==> src/rtl/ste_disp_bcd.sv <==
// ste_disp_bcd: captures an averaged binary value on its update strobe and
// converts it to packed BCD with a one-bit-per-clock double-dabble engine.
// Supports display hold, synchronous clear, and a one-deep pending slot for
// updates that arrive while a conversion is in flight.
module ste_disp_bcd #(
    parameter int unsigned DATA_W = 16,
    parameter int unsigned DIGITS = 5
) (
    input  logic                  clk,
    input  logic                  rst_n,
    input  logic [DATA_W-1:0]     din_i,
    input  logic                  din_update_i,
    input  logic                  hold_i,
    input  logic                  clr_i,
    output logic [4*DIGITS-1:0]   bcd_o,
    output logic                  bcd_valid_o,
    output logic                  busy_o
);

    localparam int unsigned BCD_W = 4 * DIGITS;
    localparam int unsigned CNT_W = $clog2(DATA_W + 1);
    localparam int unsigned CAT_W = BCD_W + DATA_W;

    function automatic longint unsigned pow10(input int unsigned n);
        longint unsigned r;
        r = 64'd1;
        for (int unsigned i = 0; i < n; i++) begin
            r = r * 64'd10;
        end
        return r;
    endfunction

    // Reject parameter sets the engine cannot represent.
    if (DATA_W < 4 || DATA_W > 20) begin : g_bad_width
        $error("ste_disp_bcd: DATA_W must be within 4..20");
    end
    if (DIGITS > 19 || pow10(DIGITS) <= ((64'd1 << DATA_W) - 64'd1)) begin : g_bad_digits
        $error("ste_disp_bcd: DIGITS too small for DATA_W");
    end

    typedef enum logic [1:0] {
        ST_IDLE  = 2'd0,
        ST_SHIFT = 2'd1,
        ST_DONE  = 2'd2
    } state_t;

    state_t             state_q, state_d;
    logic [DATA_W-1:0]  shift_q, shift_d;
    logic [BCD_W-1:0]   scratch_q, scratch_d;
    logic [CNT_W-1:0]   cnt_q, cnt_d;
    logic [DATA_W-1:0]  pend_q, pend_d;
    logic               pend_vld_q, pend_vld_d;
    logic [BCD_W-1:0]   bcd_q, bcd_d;
    logic               valid_q, valid_d;
    logic               busy_q, busy_d;

    logic               accept;
    logic [CAT_W-1:0]   dd_next;

    // Add 3 to every BCD digit that is 5 or more before the next shift.
    function automatic logic [BCD_W-1:0] add3(input logic [BCD_W-1:0] s);
        logic [BCD_W-1:0] r;
        r = s;
        for (int unsigned i = 0; i < DIGITS; i++) begin
            if (r[4*i +: 4] >= 4'd5) begin
                r[4*i +: 4] = r[4*i +: 4] + 4'd3;
            end
        end
        return r;
    endfunction

    // Next-state, datapath and registered-output computation.
    always_comb begin
        state_d    = state_q;
        shift_d    = shift_q;
        scratch_d  = scratch_q;
        cnt_d      = cnt_q;
        pend_d     = pend_q;
        pend_vld_d = pend_vld_q;
        bcd_d      = bcd_q;
        valid_d    = 1'b0;
        accept     = din_update_i && !hold_i;
        dd_next    = {add3(scratch_q), shift_q} << 1;

        case (state_q)
            ST_IDLE: begin
                if (accept) begin
                    shift_d   = din_i;
                    scratch_d = '0;
                    cnt_d     = '0;
                    state_d   = ST_SHIFT;
                end
            end
            ST_SHIFT: begin
                {scratch_d, shift_d} = dd_next;
                cnt_d = cnt_q + CNT_W'(1);
                if (cnt_q == CNT_W'(DATA_W - 1)) begin
                    state_d = ST_DONE;
                end
                if (accept) begin
                    pend_d     = din_i;
                    pend_vld_d = 1'b1;
                end
            end
            ST_DONE: begin
                if (!hold_i) begin
                    bcd_d   = scratch_q;
                    valid_d = 1'b1;
                end
                // A same-cycle update is the newest pending value, so it is
                // consumed straight away instead of passing through pend_q.
                if (accept) begin
                    shift_d    = din_i;
                    scratch_d  = '0;
                    cnt_d      = '0;
                    pend_vld_d = 1'b0;
                    state_d    = ST_SHIFT;
                end else if (pend_vld_q) begin
                    shift_d    = pend_q;
                    scratch_d  = '0;
                    cnt_d      = '0;
                    pend_vld_d = 1'b0;
                    state_d    = ST_SHIFT;
                end else begin
                    state_d = ST_IDLE;
                end
            end
            default: begin
                state_d = ST_IDLE;
            end
        endcase

        if (clr_i) begin
            state_d    = ST_IDLE;
            pend_vld_d = 1'b0;
            cnt_d      = '0;
            bcd_d      = '0;
            valid_d    = 1'b0;
        end

        busy_d = (state_d != ST_IDLE);
    end

    // State and output registers.
    always_ff @(posedge clk or negedge rst_n) begin
        if (!rst_n) begin
            state_q    <= ST_IDLE;
            shift_q    <= '0;
            scratch_q  <= '0;
            cnt_q      <= '0;
            pend_q     <= '0;
            pend_vld_q <= 1'b0;
            bcd_q      <= '0;
            valid_q    <= 1'b0;
            busy_q     <= 1'b0;
        end else begin
            state_q    <= state_d;
            shift_q    <= shift_d;
            scratch_q  <= scratch_d;
            cnt_q      <= cnt_d;
            pend_q     <= pend_d;
            pend_vld_q <= pend_vld_d;
            bcd_q      <= bcd_d;
            valid_q    <= valid_d;
            busy_q     <= busy_d;
        end
    end

    assign bcd_o       = bcd_q;
    assign bcd_valid_o = valid_q;
    assign busy_o      = busy_q;

endmodule

==> config.mk <==
export PLATFORM = sky130hd
export DESIGN_NAME = ste_disp_bcd
export DESIGN_NICKNAME = d
export VERILOG_FILES = /design/src/rtl/ste_disp_bcd.sv
export SDC_FILE = /design/constraint.sdc
export NUM_CORES = 1
export LEC_CHECK = 0
export CORE_MARGIN = 4
export CORE_UTILIZATION = 68
export DETAILED_ROUTE_END_ITERATION = 10
export DONT_BUFFER_PORTS = 1
export HOLD_SLACK_MARGIN = 0.05
export PLACE_DENSITY = 0.84
export SKIP_CTS_REPAIR_TIMING = 1
export SYNTH_ARGS = -nofsm -noshare
export SYNTH_HDL_FRONTEND = slang
export SYNTH_SLANG_ARGS = --single-unit
==> constraint.sdc <==
create_clock -name clk -period 3.6 [get_ports clk]
set_input_delay 0.18 -clock clk [delete_from_list [all_inputs] [get_ports clk]]
set_output_delay 0.18 -clock clk [all_outputs]
set_load 0.05 [all_outputs]
Word-level counts from Yosys, hierarchy flattened
Cells that the tools add are included.
{ "word_totals": {"output_inout_bits": 22, "regBits": 82} }
{ "op_classes": {"n_reduce_logical": 13, "magnitude_cmp": 5, "addsub": 6, "eq_ne": 9, "n_mux": 33} }
{ "ops": {"columns": ["operator", "count"], "rows": [
  ["$mux 20", 6],
  ["$pmux 20 s3", 1],
  ["$mux 16", 3],
  ["$pmux 16 s3", 1],
  ["$ge 4x3->1 const B", 5],
  ["$mux 5", 4],
  ["$add 4x2->4 const B", 4],
  ["$mux 4", 4],
  ["$pmux 5 s3", 1],
  ["$ne 3x3->1 const B", 3],
  ["$mux 1", 7],
  ["$mux 2", 3],
  ["$pmux 2 s3", 1],
  ["$reduce_and 2->1", 3],
  ["$reduce_and 3->1", 2],
  ["$reduce_bool 3->1", 2],
  ["$add 5x1->5 const B", 1],
  ["$eq 5x4->1 const B", 1],
  ["$ne 4x4->1 const B", 1],
  ["$reduce_bool 2->1", 2],
  ["$reduce_bool 4->1", 1],
  ["$add 3x2->3 const B", 1],
  ["$mux 3", 1],
  ["$eq 2x1->1 const B", 1],
  ["7 further kinds", 7]
]} }

Depth between registers and ports, before layout
Gate-level depths: netlist of the first run.
{ "depth": {"ltp_word": 6, "ltp_mapped": 8, "ltp_nobuf": 7} }

Worst setup path before layout of the first run
OpenSTA, ideal clock, no wires.
{ "synth_path": {"path_type": "register to register", "start": "reg state_q[1]", "end": "reg pend_q[10]", "path_stages_with_launch": 7, "slack_ps": 1876, "path_buffers": 2, "t_arrival_ps": 1600, "required_time_ps": 3475, "setup_ps": 125, "path_cell_list": "dfrtp_1 > inv_1 > ha_1 > clkbuf_1 > nand3b_1 > buf_2 > mux2_2"} }
{ "synth_via": {"elab_chain_len": 2} }
{ "synth_lines": {"columns": ["item", "line_no", "rtl"], "rows": [
  ["from (decl)", "47", "state_t state_q, state_d;"],
  ["from (signal assigned)", "157", "state_q <= state_d;"],
  ["$eq 2x1->1", "85", "case (state_q)"],
  ["$reduce_and 2->1 (no source line)", null, null],
  ["to (signal assigned)", "161", "pend_q <= pend_d;"],
  ["to (decl)", "51", "logic [DATA_W-1:0] pend_q, pend_d;"]
]} }
No other way between the ends.
A chain may end at the register's enable or synchronous reset.

Final worst setup path of the first run
{ "layout_path": {"start": "reg state_q[1]", "end": "reg pend_q[1]"} }
The elaborated chain is that of the path after synthesis.

==> metrics.md, run 1 <==
| Metric | Value |
|---|---|
| Synthesized area | 4250 µm² |
| Worst-skew pair later-pin latency | 350 ps |
| Mean Syn Cell Area | 9.58 µm² |
| Die height | 87.0 µm |
| Sequential cell area | 2050 µm² |
| Synth Area in Compound Gates | 20.3% |
| Clock root buffer | clkbuf_8 |
| Row count | 28 |
| Status | completed |
| Clock transition at path regs | 90 ps |
| Max cap viols | 0 |
| IO Count | 43 |
| DP Area | 4290 µm² |
| Max incr delay on CP | 620 ps |
| Crit path kind | reg2reg |
| Layout cell share with drive strength beyond 1 | 9.63% |
| Cell count after synthesis | 443 |
| Slew HR | 41.8% |
| Worst R2R Setup Slack | 1420 ps |
| Core area | 5990 µm² |
| Met3 Track Usage GR | 6.53% |
| TritonCTS clock tree | built |
| Synthesis-to-layout area growth | 10.6% |
| Peak VDD IR | 0.000380 V |
| Synth Area in XOR/XNOR | 1.03% |
| RSZ-0062 raised after global routing | false |
| Power per cell area | 418 nW/µm² |
| Drt via density | 6.25 |
| Crit path DAT | 2400 ps |
| Final setup margin | 1420 ps |
| LEAKAGE | 0.00203 µW |
| Critical path, cell by cell | inv_1 > ha_1 > buf_4 > nand3b_1 > mux2_2 |
| Yosys top cell area share | 48.3% |
| Die ar. | 7570 µm² |
| Max Freq | 460 MHz |
| Pint | 1440 µW |
| Count leader, synth | dfrtp_1 |
| Post-synth EDFFs | 0 |
| Max clock buf depth | 2 |
| Post-route antenna net violation count | 0 |
| Main synth FF type | dfrtp_1 |
| Total CTS buffers | 9 |
| Hold WS | 116 ps |
| Footprint of the multi-input gates | 2010 µm² |
| H-Tree Depth | 3 |
| Maximum number of pins on one net before global-route repair | 83 |
| TritonCTS Sinks | 82 |
| Initial drt markers | 178 |
| Drc violations | 0 |
| Final Setup Violations | 0 |
| Slew @ Worst Pin | 870 ps |
| Gate power share | 12.6% |
| Die Wd | 87.0 µm |
| DP HPWL | 5580 µm |
| Initial antenna violation count | 0 |
| GRT busiest layer | met2 |
| Final min period | 2180 ps |
| #FFs+latches synth | 82 |
| Seq/Total Area, Yosys | 48.3% |
| First-pass GRT wire length | 14,800 µm |
| Combinational family with the most area after synthesis | compound AO/OA/AOI/OAI gates |
| Total power | 1960 µW |
| Skew final | 8.08 ps |
| Hold Startpoint | clr_i |
| Final #Nets | 490 |
| Sw frac | 26.5% |
| R2R cell count | 5 |
| TNS Setup | 0 ps |
| Met1 Use GR | 31.6% |
| Mux share of post-synthesis cell area | 5.42% |
| DR WL/cell | 17.0 µm |
| Synth async-reset ratio | 100% |
| Top cells by area, synth | dfrtp_1 (48%), o21ai_0 (5.5%), nand2_1 (5.4%) |
| Slowest-stage cell, CP | nand3b_1 |
| Period utilization | 60.4% |
| Post-Synth Adder-Cell Area | 5.01% |
| WP data required | 3830 ps |
| Drt pass-1 iters | 5 |
| Total wire length | 9060 µm |
| Total track usage | 24.6% |
| Reg-to-Reg End | pend_q[1] |
| Hold Path Class | in2reg |
| Worst-path maximum fanout | 17 |
| Seq pwr share | 54.0% |
| PortBufs | 0 |
| RePlAce Congestion | 0.839 |
| Crit end category | flop |
| Met2 usage | 40.2% |
| Worst Hold Depth | 2 |
| Worst Setup Start Kind | flop |
| Ant diodes | 0 |
| Hold Fails Final Rpt | 0 |
| Clock power frac | 33.4% |
| Post-synth cell types | 39 |
| Total number of vias | 3,324 |
| Hold endpoint | bcd_valid_o |
| Worst r2r src | state_q[1] |
| Mapped Nets | 481 |
| Area leader, netlist | dfrtp_1 |
| Layout fillers | 379 |
| Vias in the first global route | 3,181 |
| Post-synthesis simple-gate area fraction | 15.1% |
| Synth top cells by count | dfrtp_1 (82), nand2_1 (61), o21ai_0 (47) |
| Max-slew violations | 0 |
| Pre-CTS WS | 1420 ps |
| Net Sw Power | 521 µW |
| Total grt overflow | 0 |
| Starting Density | 70.9% |
| Syn. warnings | 0 |
| Post-route cell area | 4690 µm² |
cell usage in the layout, fill, tap and decap left out, types with 4 or more instances in the layout:
cell type and count:
o22ai_1 4, mux2_2 16, a21oi_1 42, o31ai_1 6, a31oi_1 7, nand3_1 4, buf_4 8, dfrtp_1 82
inv_1 19, nand2b_1 6, a22o_1 25, nor3_1 4, xnor2_1 5, ha_1 17, mux2i_1 5, o21ai_0 47
nor2_1 19, clkbuf_8 9, dlygate4sd3_1 18, nor3b_1 8, nand2_1 61, nand3b_1 17
how the worst max path moves through the flow:
stage / start / endpoint / slack, ps / cells after the start
after global routing: state_q[1] / pend_q[1] / 1250 / 5
after detailed placement: state_q[1] / pend_q[6] / 1420 / 5
after floorplan: state_q[1] / pend_q[10] / 1880 / 6
after global placement: state_q[1] / pend_q[1] / 1510 / 5
final: state_q[1] / pend_q[1] / 1420 / 5
after CTS: state_q[1] / pend_q[6] / 1410 / 5
through the flow:
stage / std cells / utilization [%]
after floorplan: 443 / -
after global placement: 497 / 71.6
after detailed placement: 497 / 71.6
after CTS: 513 / 74.9
after global routing: 532 / 78.4
final: 532 / 78.4
state kept, by name, summed over array words and instances, names as in the netlist:
signal       cells
scratch_q       20
pend_q          16
cnt_q            5
bcd_valid_o      1
busy_o           1
pend_vld_q       1
bcd_o           20
shift_q         16
state_q          2
power by group through the flow:
stage,Clock (µW),Sequential (µW),Combinational (µW)
detailed placement,0,1080,208
global placement,0,1070,198
finish,655,1060,248
global route,714,1070,282
CTS,663,1060,209
floorplan,0,1060,180
cells by family after synthesis:
family | after synthesis
AOI/OAI and AO/OA | 141
xor gates and xnor gates | 5
adders and majority gates | 17
buffers and inverters | 48
DFF | 82
muxes | 21
and+or+nand+nor | 129
critical path: cells and delay by family, from the launching register on:
family                     cells  cell delay, ps
buffers and inverters          2             310
and+or+nand+nor                1             620
DFF                            1             430
muxes                          1             530
adders and majority gates      1             170
routing by layer:
metal / vias to the layer above / share of wire (%)
li1: 1585 / -
met1: 1653 / 44
met2: 76 / 50
met3: 10 / 4.5
met4: 0 / 1.0
met5: - / 0
final cells by class:
class                      instances  area share [%]
sequential                        82            43.7
multi-input combinational        313            42.9
timing repair buffer              27            5.70
clock buffer                      10            2.72
tap                               75            2.00
inverter                          19            1.52
clock inverter                     6            1.44
(Power assumes the default switching activity.)
==> inputs of run 2 (changes only) <==
--- a/config.mk
+++ b/config.mk
@@ -6,11 +6,11 @@
 export NUM_CORES = 1
 export LEC_CHECK = 0
 export CORE_MARGIN = 4
-export CORE_UTILIZATION = 68
+export CORE_UTILIZATION = 63
 export DETAILED_ROUTE_END_ITERATION = 10
 export DONT_BUFFER_PORTS = 1
 export HOLD_SLACK_MARGIN = 0.05
-export PLACE_DENSITY = 0.84
+export PLACE_DENSITY = 0.79
 export SKIP_CTS_REPAIR_TIMING = 1
 export SYNTH_ARGS = -nofsm -noshare
 export SYNTH_HDL_FRONTEND = slang
==> constraint.sdc (replaced) <==
create_clock -name clk -period 2.2 [get_ports clk]
set_input_delay 0.11 -clock clk [delete_from_list [all_inputs] [get_ports clk]]
set_output_delay 0.11 -clock clk [all_outputs]
set_load 0.05 [all_outputs]
==> metrics.md, run 2 (synthesized netlist as in run 1, its figures left out) <==
| Metric | Value |
|---|---|
| Status | completed |
| Core area | 6460 µm² |
| Met3 Track Usage GR | 4.42% |
| DP HPWL | 5740 µm |
| Crit path kind | reg2reg |
| TNS Setup | 0 ps |
| Non-filler cells, final | 538 |
| TritonCTS Sinks | 82 |
| Max clock buf depth | 2 |
| Crit end category | flop |
| Peak VDD IR | 0.000474 V |
| Drc violations | 0 |
| Final min period | 1970 ps |
| Period utilization | 89.4% |
| Clock power frac | 34.1% |
| Worst-path maximum fanout | 9 |
| Final Setup Violations | 0 |
| Maximum number of pins on one net before global-route repair | 83 |
| Die ar. | 8120 µm² |
| Vias in the first global route | 2,981 |
| Skew final | 10.5 ps |
| Max-slew violations | 0 |
| Final #Nets | 494 |
| Total wire length | 9130 µm |
| Power per cell area | 687 nW/µm² |
| Total grt overflow | 0 |
| Net Sw Power | 862 µW |
| First-pass GRT wire length | 14,700 µm |
| Drt via density | 6.16 |
| Hold Path Class | in2reg |
| Gate power share | 12.8% |
| Sw frac | 26.4% |
| RSZ-0062 raised after global routing | false |
| Synthesis-to-layout area growth | 11.9% |
| Worst-skew pair later-pin latency | 350 ps |
| Initial antenna violation count | 0 |
| Slowest-stage cell, CP | dfrtp_1 |
| Dpl cells | 502 |
| Met2 usage | 36.4% |
| Clock root buffer | clkbuf_8 |
| Max incr delay on CP | 430 ps |
| Commonest non-fill, non-tap cell in the layout | dfrtp_1 |
| H-Tree Depth | 3 |
| Row count | 29 |
| Max Freq | 508 MHz |
| Pint | 2400 µW |
| GRT busiest layer | met2 |
| Post-route antenna net violation count | 0 |
| Total track usage | 22.3% |
| Die height | 90.1 µm |
| TritonCTS clock tree | built |
| Drt pass-1 iters | 4 |
| PortBufs | 0 |
| LEAKAGE | 0.00207 µW |
| Max cap viols | 0 |
| Hold Fails Final Rpt | 0 |
| Die Wd | 90.1 µm |
| Total number of vias | 3,316 |
| Ant diodes | 0 |
| IO Count | 43 |
| Layout cell share with drive strength beyond 1 | 10.4% |
| Slew @ Worst Pin | 634 ps |
| Crit path DAT | 2230 ps |
| WP data required | 2460 ps |
| RePlAce Congestion | 0.804 |
| Critical path, cell by cell | inv_1 > ha_1 > nor2_1 > o2bb2ai_1 > buf_4 > a31oi_1 > o21ai_0 |
| Met1 Use GR | 29.4% |
| Most frequent cells in the layout | dfrtp_1 (82), nand2_1 (61), o21ai_0 (47) |
| Slew HR | 57.7% |
| Worst Setup Start Kind | flop |
| Initial drt markers | 188 |
| Seq pwr share | 53.1% |
| Clock transition at path regs | 90 ps |
| DR WL/cell | 17.0 µm |
| Total CTS buffers | 9 |
| Starting Density | 65.7% |
-- run 2: cell types whose count changed in the layout (fill, tap and decap cells not counted), sizes merged --
cell	delta
buf	+3
clkinv	+2
clkinvlp	-2
dlygate4sd3	+1
-- run 2: area by class of cell --
type | instances | area, µm²
clock buffer | 10 | 138
clock inverter | 6 | 66.3
fill | 436 | 1710
inverter | 19 | 71.3
multi-input combinational | 313 | 2010
sequential | 82 | 2050
tap | 77 | 96.3
timing repair buffer | 31 | 313
-- run 2: worst paths after layout --
check	depth (start not counted)	slack, ps	start	endpoint
setup / recovery	7	230	state_q[0]	scratch_q[11]
hold / removal	3	30	din_i[0]	shift_q[0]
setup reg to reg	7	230	state_q[0]	scratch_q[11]
hold reg to reg	2	480	shift_q[15]	shift_q[15]
max in group asynchronous	2	1580	rst_n	shift_q[4]
min in group asynchronous	2	310	rst_n	bcd_valid_o
-- run 2: worst max-delay path, delay by kind of cell (launching register included) --
kind            cells  cell delay [ps]
flops               1              430
simple gates        1              220
compound gates      3              620
buf+inv             2              360
fa+ha+maj           1              250
-- run 2: stage by stage --
stage | instance area (µm²) | utilization [%] | worst slack [ps] | hold slack (ps) | total power [µW]
final | 4750 | 73.6 | 232 | 31.2 | 3260
after global routing | 4750 | 73.6 | 99.7 | 62.4 | 3420
after CTS | 4530 | 70.2 | 239 | -572 | 3210
after detailed placement | 4330 | 67.0 | 279 | -184 | 2110
after global placement | 4330 | 67.0 | 421 | -184 | 2090
after floorplan | 4250 | - | 476 | -186 | 2040
-- run 2: power by group through the flow --
| stage | registers, µW | clock network (µW) | logic, µW |
|---|---|---|---|
| 2_1_floorplan | 1740 | 0 | 295 |
| 3_3_place_gp | 1750 | 0 | 337 |
| 3_5_place_dp | 1760 | 0 | 352 |
| 4_1_cts | 1730 | 1130 | 353 |
| 5_1_grt | 1750 | 1190 | 475 |
| 6_report | 1730 | 1110 | 416 |
-- run 2: layer usage --
| layer | wire length, µm | part of all wire (%) |
|---|---|---|
| met1 | 3930 | 43 |
| met2 | 4650 | 51 |
| met3 | 409 | 4.5 |
| met4 | 143 | 1.6 |
| met5 | 0 | 0 |
==> inputs of run 3 (changes only) <==
--- a/config.mk
+++ b/config.mk
@@ -6,11 +6,11 @@
 export NUM_CORES = 1
 export LEC_CHECK = 0
 export CORE_MARGIN = 4
-export CORE_UTILIZATION = 63
+export CORE_UTILIZATION = 54
 export DETAILED_ROUTE_END_ITERATION = 10
 export DONT_BUFFER_PORTS = 1
 export HOLD_SLACK_MARGIN = 0.05
-export PLACE_DENSITY = 0.79
+export PLACE_DENSITY = 0.69
 export SKIP_CTS_REPAIR_TIMING = 1
 export SYNTH_ARGS = -nofsm -noshare
 export SYNTH_HDL_FRONTEND = slang
==> metrics.md, run 3 (synthesized netlist as in run 1, its figures left out) <==
| Metric | Value |
|---|---|
| Final setup margin | 360 ps |
| Final min period | 1840 ps |
| Period utilization | 83.7% |
| Sequential cell area | 2050 µm² |
| Most frequent cells in the layout | dfrtp_1 (82), nand2_1 (61), o21ai_0 (47) |
| Starting Density | 55.2% |
| Commonest non-fill, non-tap cell in the layout | dfrtp_1 |
| Synthesis-to-layout area growth | 12.8% |
| PortBufs | 0 |
| IO Count | 43 |
| Vias in the first global route | 3,030 |
| Pre-CTS WS | 337 ps |
| Layout fillers | 629 |
| TNS Setup | 0 ps |
| Worst-path maximum fanout | 17 |
| Max clock buf depth | 2 |
| RSZ-0062 raised after global routing | false |
| Total power | 3300 µW |
| Initial drt markers | 132 |
| Seq pwr share | 52.6% |
| Row count | 32 |
| Worst-skew pair later-pin latency | 350 ps |
| DP Area | 4360 µm² |
| First-pass GRT wire length | 14,900 µm |
| RePlAce Congestion | 0.800 |
| Footprint of the multi-input gates | 2010 µm² |
| DP HPWL | 5650 µm |
| Hold Startpoint | din_i[0] |
| Clock root buffer | clkbuf_8 |
| Die height | 96.7 µm |
| Ant diodes | 0 |
| Max-slew violations | 0 |
| Post-route antenna net violation count | 0 |
| Drt via density | 5.76 |
| Die ar. | 9340 µm² |
| Clock power frac | 34.9% |
| Total CTS buffers | 9 |
| Setup crit start | state_q[1] |
| Core area | 7690 µm² |
| Total wire length | 8880 µm |
| Hold WS | 39.2 ps |
| Crit path kind | reg2reg |
| TritonCTS Sinks | 82 |
| LEAKAGE | 0.00206 µW |
| Slew @ Worst Pin | 519 ps |
| Total track usage | 19.3% |
| Worst r2r src | state_q[1] |
| Maximum number of pins on one net before global-route repair | 83 |
| Drt pass-1 iters | 5 |
| WP data required | 2440 ps |
| H-Tree Depth | 3 |
| Layout cell share with drive strength beyond 1 | 10.4% |
| Slew HR | 65.1% |
| Hold Fails Final Rpt | 0 |
| Pint | 2440 µW |
| Net Sw Power | 861 µW |
| Gate power share | 12.6% |
| Drc violations | 0 |
| Skew final | 9.77 ps |
| Worst Setup Start Kind | flop |
| Total grt overflow | 0 |
| Max cap viols | 0 |
| Sw frac | 26.1% |
| Hold Path Class | in2reg |
| Clock transition at path regs | 90 ps |
| Die Wd | 96.7 µm |
| Peak VDD IR | 0.000425 V |
| Initial antenna violation count | 0 |
| DR WL/cell | 15.8 µm |
| Max Freq | 543 MHz |
| Final Setup Violations | 0 |
| Power per cell area | 688 nW/µm² |
| Crit end category | flop |
| Final #Nets | 494 |
| Crit path DAT | 2080 ps |
| Total number of vias | 3,243 |
| Status | completed |
| Post-route cell area | 4790 µm² |
| TritonCTS clock tree | built |
## run 3: power by group through the flow
stage | Combinational (µW) | Sequential [µW] | Clock, µW
final | 414 | 1730 | 1150
after global routing | 473 | 1750 | 1250
after CTS | 352 | 1730 | 1180
after detailed placement | 352 | 1760 | 0
after global placement | 338 | 1760 | 0
after floorplan | 295 | 1740 | 0
## run 3: routing by layer
layer	global-route usage, %	vias to the layer above	routed length (µm)
met1	25.9	1580	4020
met5	0	-	0
met2	30.9	72	4360
li1	-	1587	-
met4	5.83	0	34
met3	4.90	4	468
## run 3: worst max-delay path, cell delays in order, from the launching register on
cell and delay (ps):
dfrtp_1 410, inv_1 100, ha_1 280, buf_4 220, nand3b_1 90, buf_4 260
mux2_2 370
## run 3: through the flow
step                instances  utilization [%]
finish                    563             62.3
global route              563             62.3
detailed placement        527             56.7
CTS                       543             59.5
global placement          527             56.7
floorplan                 443                -
## run 3: worst paths after layout
check	end	slack [ps]	cells after the start
worst max-delay path	pend_q[9]	360	6
worst min-delay path	shift_q[0]	40	3
worst max register to register	pend_q[9]	360	6
worst min register to register	shift_q[4]	490	2
max in group asynchronous	shift_q[5]	1550	2
min in group asynchronous	bcd_o[16]	300	2
## run 3: cell type report
class | instances | share of cell area, %
clock inverter | 5 | 1.28
clock buffer | 11 | 3.16
timing repair buffer | 31 | 6.53
multi-input combinational | 313 | 42.0
tap | 102 | 2.66
inverter | 19 | 1.49
sequential | 82 | 42.8
